File: src/rtl/uart_pkg.sv
// Shared UART definitions for the score link: packet header, transmit FSM states
// and the byte packing of the two player scores.
package uart_pkg;

    localparam logic [7:0] SCORE_HEADER = 8'hA5;
    localparam int         PACKET_BYTES = 2;

    typedef enum logic [1:0] {
        IDLE,
        START_BIT,
        DATA_BITS,
        STOP_BIT
    } tx_state_e;

    function automatic logic [7:0] pack_scores(input logic [3:0] p1, input logic [3:0] p2);
        return {p1, p2};
    endfunction

endpackage

File: src/rtl/score_link_tx_if.sv
// Score link signal bundle: local scores and resend request in, UART line and busy out.
interface score_link_tx_if;

    logic [3:0] player1_score;
    logic [3:0] player2_score;
    logic       resend;
    logic       tx;
    logic       busy;

    modport master (
        output player1_score,
        output player2_score,
        output resend,
        input  tx,
        input  busy
    );

    modport slave (
        input  player1_score,
        input  player2_score,
        input  resend,
        output tx,
        output busy
    );

endinterface

File: src/rtl/uart_tx_byte.sv
// 8N1 UART byte transmitter with a registered line output; a new start is accepted
// in the cycle done pulses so consecutive bytes leave with no idle gap.
module uart_tx_byte
    import uart_pkg::*;
#(
    parameter int BIT_CYCLES = 564
) (
    input  logic       clk,
    input  logic       rst,
    input  logic       start,
    input  logic [7:0] data,
    output logic       tx,
    output logic       done,
    output logic       busy
);

    localparam int            CW       = $clog2(BIT_CYCLES);
    localparam logic [CW-1:0] CYC_LAST = CW'(BIT_CYCLES - 1);

    tx_state_e     state_q, state_d;
    logic [CW-1:0] cyc_q, cyc_d;
    logic [2:0]    bit_q, bit_d;
    logic [7:0]    shift_q, shift_d;
    logic          tx_q, tx_d;
    logic          bit_end;

    always_comb begin
        // NOTE: every output of this block gets a default first, so no path can infer a latch.
        state_d = state_q;
        cyc_d   = cyc_q;
        bit_d   = bit_q;
        shift_d = shift_q;
        tx_d    = tx_q;
        done    = 1'b0;
        bit_end = (cyc_q == CYC_LAST);

        if (state_q != IDLE) begin
            cyc_d = bit_end ? '0 : cyc_q + 1'b1;
        end

        unique case (state_q)
            START_BIT: begin
                if (bit_end) begin
                    state_d = DATA_BITS;
                    tx_d    = shift_q[0];
                end
            end
            DATA_BITS: begin
                if (bit_end) begin
                    if (bit_q == 3'd7) begin
                        state_d = STOP_BIT;
                        tx_d    = 1'b1;
                    end else begin
                        bit_d   = bit_q + 1'b1;
                        shift_d = shift_q >> 1;
                        tx_d    = shift_q[1];
                    end
                end
            end
            STOP_BIT: begin
                if (bit_end) begin
                    done    = 1'b1;
                    state_d = IDLE;
                end
            end
            default: ;
        endcase

        // A start on the last stop-bit cycle chains straight into the next start bit.
        if (start && (state_q == IDLE || done)) begin
            state_d = START_BIT;
            shift_d = data;
            bit_d   = '0;
            cyc_d   = '0;
            tx_d    = 1'b0;
        end
    end

    always_ff @(posedge clk) begin
        if (rst) begin
            state_q <= IDLE;
            cyc_q   <= '0;
            bit_q   <= '0;
            // NOTE: the shift register is reset too, keeping the whole state deterministic after rst.
            shift_q <= '0;
            tx_q    <= 1'b1;
        end else begin
            // NOTE: non-blocking assignments so every register samples pre-edge values.
            state_q <= state_d;
            cyc_q   <= cyc_d;
            bit_q   <= bit_d;
            shift_q <= shift_d;
            tx_q    <= tx_d;
        end
    end

    assign tx   = tx_q;
    assign busy = (state_q != IDLE);

endmodule

File: src/rtl/score_link_tx.sv
// Score link transmitter: detects score changes or resend requests and sends a
// header byte plus the packed scores, queuing at most one packet while busy.
module score_link_tx
    import uart_pkg::*;
#(
    parameter int CLK_FREQ   = 65_000_000,
    parameter int BAUD       = 115200,
    parameter int BIT_CYCLES = CLK_FREQ / BAUD
) (
    input  logic            clk,
    input  logic            rst,
    score_link_tx_if.slave  link
);

    localparam logic LAST_IDX = 1'(PACKET_BYTES - 1);

    logic [7:0] live_scores;
    logic [7:0] last_sent_q, last_sent_d;
    logic [7:0] snap_q, snap_d;
    logic       pending_q, pending_d;
    logic       byte_idx_q, byte_idx_d;
    logic       trig, launch;
    logic       byte_start, byte_done, byte_busy, byte_tx;
    logic [7:0] byte_data;

    always_comb begin
        live_scores = pack_scores(link.player1_score, link.player2_score);
        trig        = link.resend | (live_scores != last_sent_q);
        launch      = !byte_busy && (trig || pending_q);

        last_sent_d = last_sent_q;
        snap_d      = snap_q;
        pending_d   = pending_q;
        byte_idx_d  = byte_idx_q;

        if (launch) begin
            snap_d      = live_scores;
            last_sent_d = live_scores;
            pending_d   = 1'b0;
            byte_idx_d  = '0;
        end else if (byte_busy && trig) begin
            // Any number of triggers while busy collapse into a single follow-up packet.
            pending_d = 1'b1;
        end

        if (byte_done && byte_idx_q != LAST_IDX) begin
            byte_idx_d = byte_idx_q + 1'b1;
        end

        byte_start = launch || (byte_done && byte_idx_q != LAST_IDX);
        byte_data  = launch ? SCORE_HEADER : snap_q;
    end

    always_ff @(posedge clk) begin
        if (rst) begin
            last_sent_q <= 8'h00;
            snap_q      <= 8'h00;
            pending_q   <= 1'b0;
            byte_idx_q  <= 1'b0;
        end else begin
            last_sent_q <= last_sent_d;
            snap_q      <= snap_d;
            pending_q   <= pending_d;
            byte_idx_q  <= byte_idx_d;
        end
    end

    uart_tx_byte #(
        .BIT_CYCLES (BIT_CYCLES)
    ) u_tx_byte (
        .clk   (clk),
        .rst   (rst),
        .start (byte_start),
        .data  (byte_data),
        .tx    (byte_tx),
        .done  (byte_done),
        .busy  (byte_busy)
    );

    assign link.tx   = byte_tx;
    assign link.busy = byte_busy;

endmodule

File: src/flat_wrapper.sv
// flat-port wrapper written by rule: the top's interface ports become plain ports
module score_link_tx_flat import uart_pkg::*;
#(
    parameter int CLK_FREQ   = 65_000_000,
    parameter int BAUD       = 115200,
    parameter int BIT_CYCLES = CLK_FREQ / BAUD
)
  (clk, rst, link_player1_score, link_player2_score, link_resend, link_tx, link_busy);
  score_link_tx_if link_i ();
  input  logic clk;
  input  logic rst;
  input wire logic [$bits(link_i.player1_score)-1:0] link_player1_score;
  input wire logic [$bits(link_i.player2_score)-1:0] link_player2_score;
  input wire logic [$bits(link_i.resend)-1:0] link_resend;
  output wire logic [$bits(link_i.tx)-1:0] link_tx;
  output wire logic [$bits(link_i.busy)-1:0] link_busy;
  assign link_i.player1_score = link_player1_score;
  assign link_i.player2_score = link_player2_score;
  assign link_i.resend = link_resend;
  assign link_tx = link_i.tx;
  assign link_busy = link_i.busy;
  score_link_tx #(.CLK_FREQ(CLK_FREQ), .BAUD(BAUD), .BIT_CYCLES(BIT_CYCLES)) u_core (.clk(clk), .rst(rst), .link(link_i));
endmodule
File: config.mk
export PLATFORM = sky130hd
export DESIGN_NAME = score_link_tx_flat
export DESIGN_NICKNAME = d
export VERILOG_FILES = /design/src/rtl/uart_pkg.sv /design/src/rtl/score_link_tx_if.sv /design/src/rtl/uart_tx_byte.sv /design/src/rtl/score_link_tx.sv /design/src/flat_wrapper.sv
export SDC_FILE = /design/constraint.sdc
export NUM_CORES = 1
export LEC_CHECK = 0
export CAP_MARGIN = 25
export CORE_ASPECT_RATIO = 1.1
export CORE_MARGIN = 5
export CORE_UTILIZATION = 35
export DETAILED_ROUTE_END_ITERATION = 10
export PLACE_DENSITY = 0.61
export RECOVER_POWER = 50
export SETUP_SLACK_MARGIN = 0.05
export SKIP_CTS_REPAIR_TIMING = 1
export SLEW_MARGIN = 40
export SYNTH_ARGS = -nofsm -noshare
export SYNTH_HDL_FRONTEND = slang
export SYNTH_HIERARCHICAL = 1
export SYNTH_SLANG_ARGS = --single-unit
File: constraint.sdc
create_clock -name clk -period 2.54 [get_ports clk]
set_input_delay 0.254 -clock clk [delete_from_list [all_inputs] [get_ports clk]]
set_output_delay 0.254 -clock clk [all_outputs]
set_load 0.01 [all_outputs]
==> results of run 1 <==
==> cell usage after synthesis (all sizes together) <==
library cell	instances
nand4	16
o21ai	9
and2	1
a21o	1
nor3	8
o211ai	7
nor4b	1
nor3b	6
ha	3
or2	5
a21oi	9
buf	7
and4	3
o22ai	1
xor2	9
a31oi	7
nor4	1
a41oi	1
nand2	22
dfxtp	34
xnor2	10
nand4bb	1
and4bb	1
clkbuf	7
a221o	1
mux2i	5
o31a	1
a311oi	2
a211oi	2
nand3b	1
nand2b	1
o2111ai	1
or3	2
nand3	10
or4	1
inv	4
nor2b	10
nor2	24
==> power by group through the flow <==
| stage | sequential [W] | combinational [W] | clock (W) |
|---|---|---|---|
| detailed placement | 0.000615 | 0.000270 | 0 |
| global route | 0.000608 | 0.000299 | 0.000405 |
| finish | 0.000603 | 0.000266 | 0.000368 |
| global placement | 0.000614 | 0.000268 | 0 |
| CTS | 0.000603 | 0.000271 | 0.000384 |
| floorplan | 0.000606 | 0.000191 | 0 |
==> metal layers <==
layer | vias up | track usage, % | wire [um]
li1 | 877 | - | -
met3 | 4 | 3.055 | 123
met2 | 30 | 21.96 | 2016
met1 | 803 | 17.05 | 2061
met5 | - | 0 | 0
met4 | 0 | 2.919 | 33
==> state kept, by name, indices dropped and copies added (netlist names) <==
| register | cells |
|---|---|
| u_core/u_tx_byte/cyc_q | 10 |
| u_core/snap_q | 8 |
| u_core/u_tx_byte/shift_q | 8 |
| u_core/u_tx_byte/bit_q | 3 |
| u_core/u_tx_byte/state_q | 2 |
| u_core/byte_idx_q | 1 |
| u_core/pending_q | 1 |
| u_core/u_tx_byte/tx | 1 |
==> path summary, 6_finish.rpt <==
path                               start                     endpoint  depth (start not counted)
max          u_core/u_tx_byte/state_q[0]                    link_busy                          5
min          u_core/u_tx_byte/shift_q[5]  u_core/u_tx_byte/shift_q[4]                          2
max reg2reg    u_core/u_tx_byte/cyc_q[0]  u_core/u_tx_byte/shift_q[6]                          8
min reg2reg  u_core/u_tx_byte/shift_q[5]  u_core/u_tx_byte/shift_q[4]                          2
==> worst max-delay path, cell delays in order (launching register included) <==
cell           delay (ns)
dfxtp_1              0.32
clkbuf_1             0.35
nor2_1               0.11
inv_1                0.13
buf_4                0.26
dlygate4sd3_1        0.64
==> logic make-up (layout without fill, tap and decap cells) <==
group	Yosys count	count (layout)	share of synthesized area, %
and+or+nand+nor	114	114	32.69
DFF	34	34	34.94
muxes	5	5	2.569
AOI/OAI and AO/OA	42	42	14.84
adders and majority gates	3	3	1.927
xor gates and xnor gates	19	19	8.542
buffers and inverters	18	31	4.496
==> cell type report <==
cell class	count	area, sq um	share of cell area (%)
multi-input combinational	183	1177	53.13
sequential	34	680.7	30.72
timing repair buffer	20	172.7	7.792
tap	75	93.84	4.235
clock buffer	7	76.32	3.444
inverter	4	15.01	0.6776
==> layout by cell type, fill, tap and decap left out, drive strengths merged, types with 10 or more instances in the layout <==
master,Yosys,routed
xnor2,10,10
nor2b,10,10
dfxtp,34,34
nand2,22,22
nor2,24,24
nand4,16,16
nand3,10,10
==> metrics by stage <==
stage                     setup WS [ns]  cell area [sq um]  std cells
after global placement           0.1228               2150        316
final                            0.1934               2216        323
after global routing            0.04342               2216        323
after floorplan                  0.1638               1948        235
after detailed placement        0.07835               2150        316
after CTS                        0.2464               2226        323
==> metrics, run 1 <==
drt total wl=4.234 mm; Power Total=0.001237 W; Die X=81.14 um; vias in the first global route=1,593; maximum vdd drop=0.2947 mV; Placer Congestion=0.8576; Final Skew=0.005214 ns; Net Switching=0.0003619 W; Bufs on Longest Clock Path=2; clock root buffer=clkbuf_8; DR WL/cell=13.11 um; Worst slew margin=45.97%; crit path DAT=2.09 ns; Total Neg Setup Slack=0 ns; area of the core=5395 sq um; outcome=complete, no violations; Final Util=41.07%; Startpoint Class=flop; crit path time final=2.347 ns; DRT iter0 DRCs=213; antenna diode count=0; first-pass GRT wire length=7.472 mm; grt ovf=0; Gate power share=21.5%; drt drc=0; PortBufs=12; Routed Antenna Nets=0; P&R area growth vs syn=13.74%; Worst Path Max Fanout=18; sequential share of the synthesized area=34.94%; clk slew on worst S/H paths=0.07 ns; CTS tree=built; Net Count, Synth=249; WHS=0.4719 ns; share of Yosys cell area claimed by the top area cell type=34.94%; largest net degree at the start of global routing=21; Post-Syn Area=1948 sq um; Slew Limit Fails=0; clock sinks=34; Via-to-Cell Ratio=5.307; post-synth cell types=49; fmax=426.2 MHz; DR pass1 iterations=4; die area=7160 sq um; crit share post-route=92.39%; Area contributors post-synth=dfxtp_1 35%, nand4_1 5.1%, xnor2_1 4.5%, nor2_1 4.4%, nand2_1 4.0%; worst skew pair latency=0.28 ns; Power Internal=0.0008746 W; Setup CP Type=flop to primary output; maxcap violations=0; global-route usage over all layers=13.07%; sw frac=29.27%; Starting Density=36.11%; detailed placement HPWL=3.170 mm; initial antenna violation count=0; Leakage Power=0.7274 nW; die height=88.25 um; io pins=13; cell row count=28; final setup vio count=0; layout cell share with drive strength beyond 1=8.468%; H-tree levels=2; CP required=2.29 ns; Mean Syn Cell Area=8.290 sq um; pwr dens=558.0 nW/um^2; NumNets Final=262; pin slew with the least headroom to its limit=0.8105 ns; R2R Setup Slk=0.22 ns; min-delay worst type=flop to flop; Yosys reg bits=34; crit end category=primary output; register share of total power=48.8%; Fill cells=578; Clock Power Share=29.8%; TritonCTS buffer count=5; leading area contributor after synthesis=dfxtp_1; Final Hold Vio Count=0; RSZ-0062 raised after global routing=no; Yosys Warn Count=6; Mapped Cells=235; via count=1,714
(Power assumes the default switching activity.)
==> run 2, diff against run 1 <==
--- a/config.mk
+++ b/config.mk
@@ -12,3 +12,3 @@
 export DETAILED_ROUTE_END_ITERATION = 10
-export PLACE_DENSITY = 0.61
+export PLACE_DENSITY = 0.59
 export RECOVER_POWER = 50
==> constraint.sdc (replaced) <==
create_clock -name clk -period 2.9 [get_ports clk]
set_input_delay 0.29 -clock clk [delete_from_list [all_inputs] [get_ports clk]]
set_output_delay 0.29 -clock clk [all_outputs]
set_load 0.05 [all_outputs]
==> run 2 against run 1 <==
  * Flip-flop and latch count did not move
  * Cell count fell by 0.62%
  * Global-route usage rose by 0.18 points
  * Count of clock-buffer cells in the layout fell by 1
  * Hold slack got worse by 0.073 ns
  * Critical path type is now input pin to flop
  * Largest cell class unchanged
  * Highest routed layer unchanged
==> metrics, run 2 (same netlist as run 1, synthesis figures left out) <==
outcome=complete, no violations; fin worst setup slack=0.4095 ns; Cell Count, Final, Fillers Out=321; register share of total power=40.6%; Final Util=41.91%; Final Skew=0.009036 ns; Worst R2R Start=u_core/u_tx_byte/cyc_q[0]; io pins=13; P&R area growth vs syn=16.06%; Bufs on Longest Clock Path=2; Net Switching=0.0003513 W; H-tree levels=2; Leakage Power=0.7539 nW; Placer Congestion=0.8598; initial antenna violation count=0; DRT iter0 DRCs=143; clk slew on worst S/H paths=0.07 ns; DR pass1 iterations=4; Fill cells=572; Power Total=0.001315 W; layout cell share with drive strength beyond 1=8.943%; Total Neg Setup Slack=0 ns; Gate power share=17.8%; area of the multi-input gates=1180 sq um; biggest regs=u_core/u_tx_byte/cyc_q: 10 flops, u_core/snap_q: 8 flops, u_core/u_tx_byte/shift_q: 8 flops; drt drc=0; Worst path slowest cell=dlygate4sd3_1; Routed Antenna Nets=0; Worst slew margin=38.75%; R2R Path End=u_core/u_tx_byte/shift_q[0]; Clock Power Share=41.6%; RSZ-0062 raised after global routing=no; clock sinks=34; Hold Path End=u_core/snap_q[0]; Startpoint Class=input pin; cell row count=28; NumNets Final=259; maxcap violations=0; sw frac=26.72%; first-pass GRT wire length=7.458 mm; DR WL/cell=13.39 um; GRT met3 Usage=3.157%; Starting Density=36.11%; min-delay worst type=input pin to flop; Slew Limit Fails=0; Global Route met2 Usage=20.69%; WHS Path Cells=2; Final Hold Vio Count=0; FF/Latch Area=680.7 sq um; Largest register FFs=10; detailed placement HPWL=3.142 mm; Die X=81.14 um; maximum vdd drop=0.2464 mV; PortBufs=12; worst r2r path cells=8; most frequent cells in the layout=34 x dfxtp_1, 23 x nor2_1, 21 x nand2_1; pin slew with the least headroom to its limit=0.9091 ns; register with the highest flop count=u_core/u_tx_byte/cyc_q; antenna diode count=0; largest net degree at the start of global routing=23; final setup vio count=0; most common cell after layout, fill and taps aside=dfxtp_1; Power Internal=0.0009634 W; Worst Setup Slack post-DPL=0.1849 ns; Buf/Inv on CP=2; global-route usage over all layers=13.25%; CTS tree=built; cell family with most CP delay=compound AO/OA/AOI/OAI gates; area of the core=5395 sq um; grt peak-use layer=met2; CP required=3.09 ns; R2R Setup Slk=0.49 ns; Setup CP Type=input pin to flop; grt ovf=0; via count=1,674; hold path startpoint=rst; Via-to-Cell Ratio=5.215; vias in the first global route=1,550; TritonCTS buffer count=5; die area=7160 sq um; die height=88.25 um; fmax=401.5 MHz; crit end category=flop; crit path time final=2.490 ns; CP max stage delay=0.57 ns; met1 Use GR=18.07%; clock root buffer=clkbuf_8; dpl cells=313; crit share post-route=85.88%; ordered list of cells on the worst path=dlygate4sd3_1 > xnor2_1 > and4_1 > a31oi_4 > a21o_1 > buf_4 > nand2_1 > a21oi_1 > a311oi_1; pwr dens=581.5 nW/um^2; drt total wl=4.297 mm; worst skew pair latency=0.29 ns; Worst Path Max Fanout=10; crit path DAT=2.68 ns
-- run 2: changes by cell type in the layout (fill, tap and decap cells not counted), sizes merged --
| cell | change |
|---|---|
| bufinv | +2 |
| clkbuf | -2 |
| buf | -1 |
| dlygate4sd3 | -1 |
-- run 2: metal layers --
layer	wire length, um	part of all wire (%)	vias up
met5	0	0	-
met3	123	2.9	4
li1	-	-	864
met1	2121	49	786
met2	2010	47	20
met4	41	0.95	0
-- run 2: worst max path at each step --
| stage | startpoint | endpoint | slack, ns | depth (start not counted) |
|---|---|---|---|---|
| 2_1_floorplan | u_core/u_tx_byte/state_q[0] | u_core/u_tx_byte/shift_q[0] | 0.39 | 10 |
| 3_3_place_gp | link_player2_score[1] | u_core/u_tx_byte/shift_q[2] | 0.26 | 9 |
| 3_5_place_dp | link_player2_score[2] | u_core/u_tx_byte/shift_q[0] | 0.18 | 9 |
| 4_1_cts | u_core/u_tx_byte/state_q[1] | link_busy | 0.42 | 4 |
| 5_1_grt | link_player2_score[0] | u_core/u_tx_byte/shift_q[2] | 0.25 | 9 |
| 6_report | link_player2_score[0] | u_core/u_tx_byte/shift_q[2] | 0.41 | 9 |
-- run 2: power by group through the flow --
stage	combinational, W	sequential (W)	clock, W
floorplan	0.000173	0.000536	0
CTS	0.000239	0.000533	0.000560
finish	0.000234	0.000533	0.000547
global placement	0.000235	0.000543	0
global route	0.000259	0.000539	0.000581
detailed placement	0.000238	0.000544	0
-- run 2: cell type report --
| type | count | area share [%] |
|---|---|---|
| sequential | 34 | 30.11 |
| tap | 75 | 4.151 |
| multi-input combinational | 183 | 52.19 |
| inverter | 4 | 0.6641 |
| clock buffer | 6 | 3.652 |
| clock inverter | 2 | 2.656 |
| timing repair buffer | 17 | 6.586 |
-- run 2: per-stage QoR --
stage	area, sq um	hold slack [ns]
3_5_place_dp	2127	0.4707
5_1_grt	2261	0.4278
2_1_floorplan	1948	0.4339
4_1_cts	2270	0.4741
6_report	2261	0.3985
3_3_place_gp	2127	0.4581
==> run 3, diff against run 2 <==
==> constraint.sdc (replaced) <==
create_clock -name clk -period 2.9 [get_ports clk]
set_input_delay 0.725 -clock clk [delete_from_list [all_inputs] [get_ports clk]]
set_output_delay 0.725 -clock clk [all_outputs]
set_load 0.05 [all_outputs]
==> run 3 against run 2 <==
  * Hold slack gained 0.072 ns
  * Cell count is 1.2% higher
  * Combinational power up 6%
==> metrics, run 3 (same netlist as run 1, synthesis figures left out) <==
min-delay worst type=flop to flop; largest net degree at the start of global routing=38; Die X=81.14 um; FF/Latch Area=680.7 sq um; Cell Count, Final, Fillers Out=325; Fill cells=588; dpl cells=317; NumNets Final=263; clock root buffer=clkbuf_8; Power Total=0.001216 W; Setup CP Type=input pin to flop; pin slew with the least headroom to its limit=0.5758 ns; first-pass GRT wire length=7.300 mm; fmax=376.7 MHz; final setup vio count=0; layout cell share with drive strength beyond 1=10.40%; area of the core=5395 sq um; crit end category=flop; CP required=3.10 ns; Starting Density=36.11%; H-tree levels=2; Routed Antenna Nets=0; Via-to-Cell Ratio=5.289; DRT iter0 DRCs=137; crit path time final=2.655 ns; CTS tree=built; die area=7160 sq um; Final Util=41.77%; Bufs on Longest Clock Path=2; io pins=13; via count=1,719; worst setup path start=link_player2_score[0]; initial antenna violation count=0; clock sinks=34; register with the highest flop count=u_core/u_tx_byte/cyc_q; most frequent cells in the layout=34 x dfxtp_1, 23 x nor2_1, 21 x nand2_1; DR pass1 iterations=4; die height=88.25 um; maximum vdd drop=0.2332 mV; P&R area growth vs syn=15.67%; Worst R2R Start=u_core/u_tx_byte/cyc_q[0]; TritonCTS buffer count=5; drt drc=0; area of the multi-input gates=1180 sq um; drt total wl=4.326 mm; Worst slew margin=61.35%; most common cell after layout, fill and taps aside=dfxtp_1; Placer Congestion=0.8112; cell row count=28; Worst Path Max Fanout=11; Leakage Power=0.7550 nW; Final Skew=0.005907 ns; global-route usage over all layers=13.12%; Largest register FFs=10; Slew Limit Fails=0; worst skew pair latency=0.29 ns; Total Neg Setup Slack=0 ns; Startpoint Class=input pin; clk slew on worst S/H paths=0.08 ns; Final Hold Vio Count=0; PortBufs=12; crit share post-route=91.55%; RSZ-0062 raised after global routing=no; crit path DAT=2.86 ns; biggest regs=u_core/u_tx_byte/cyc_q: 10 flops, u_core/snap_q: 8 flops, u_core/u_tx_byte/shift_q: 8 flops; hold path startpoint=u_core/u_tx_byte/shift_q[2]; DR WL/cell=13.31 um; antenna diode count=0; grt ovf=0; outcome=complete, no violations; maxcap violations=0; pwr dens=539.6 nW/um^2; vias in the first global route=1,588; detailed placement HPWL=3.094 mm
[run 3: layer usage]
metal  share of wire (%)  vias up  track usage [%]
li1                    -      875                -
met1                  49      809            16.65
met2                  46       26            21.14
met3                 3.1        9            3.462
met4                 1.8        0            5.376
met5                   0        -                0
[run 3: final cells by class]
class	instances	share of cell area [%]
multi-input combinational	183	52.36
sequential	34	30.21
timing repair buffer	21	7.773
tap	75	4.164
clock buffer	5	3.054
clock inverter	3	1.777
inverter	4	0.6663
[run 3: through the flow]
step | worst slack, ns | cell area [sq um] | hold WS, ns
after global routing | 0.1330 | 2253 | 0.4876
final | 0.2451 | 2253 | 0.4709
after floorplan | 0.3859 | 1948 | 0.4465
after CTS | 0.3142 | 2263 | 0.4720
after detailed placement | -0.004216 | 2155 | 0.4634
after global placement | 0.05173 | 2155 | 0.4578
[run 3: final timing paths]
kind	cells after the start	slack, ns	to
max reg2reg	8	0.37	u_core/u_tx_byte/shift_q[2]
max	9	0.25	u_core/u_tx_byte/shift_q[2]
min	2	0.47	u_core/u_tx_byte/shift_q[1]
min reg2reg	2	0.47	u_core/u_tx_byte/shift_q[1]
[run 3: power breakdown]
group | leakage, nW | internal (W) | switching [W]
clock network | 0.0579 | 0.000253 | 0.000186
registers | 0.279 | 0.000500 | 0.0000275
logic | 0.419 | 0.000103 | 0.000145
[run 3: worst max-delay path, cell delays in order]
cell and delay [ns]:
dlygate4sd3_1 0.56, xnor2_1 0.19, and4_1 0.30, a31oi_4 0.10, a21o_1 0.17, buf_4 0.17
nand2_1 0.27, a21oi_1 0.13, a311oi_1 0.23
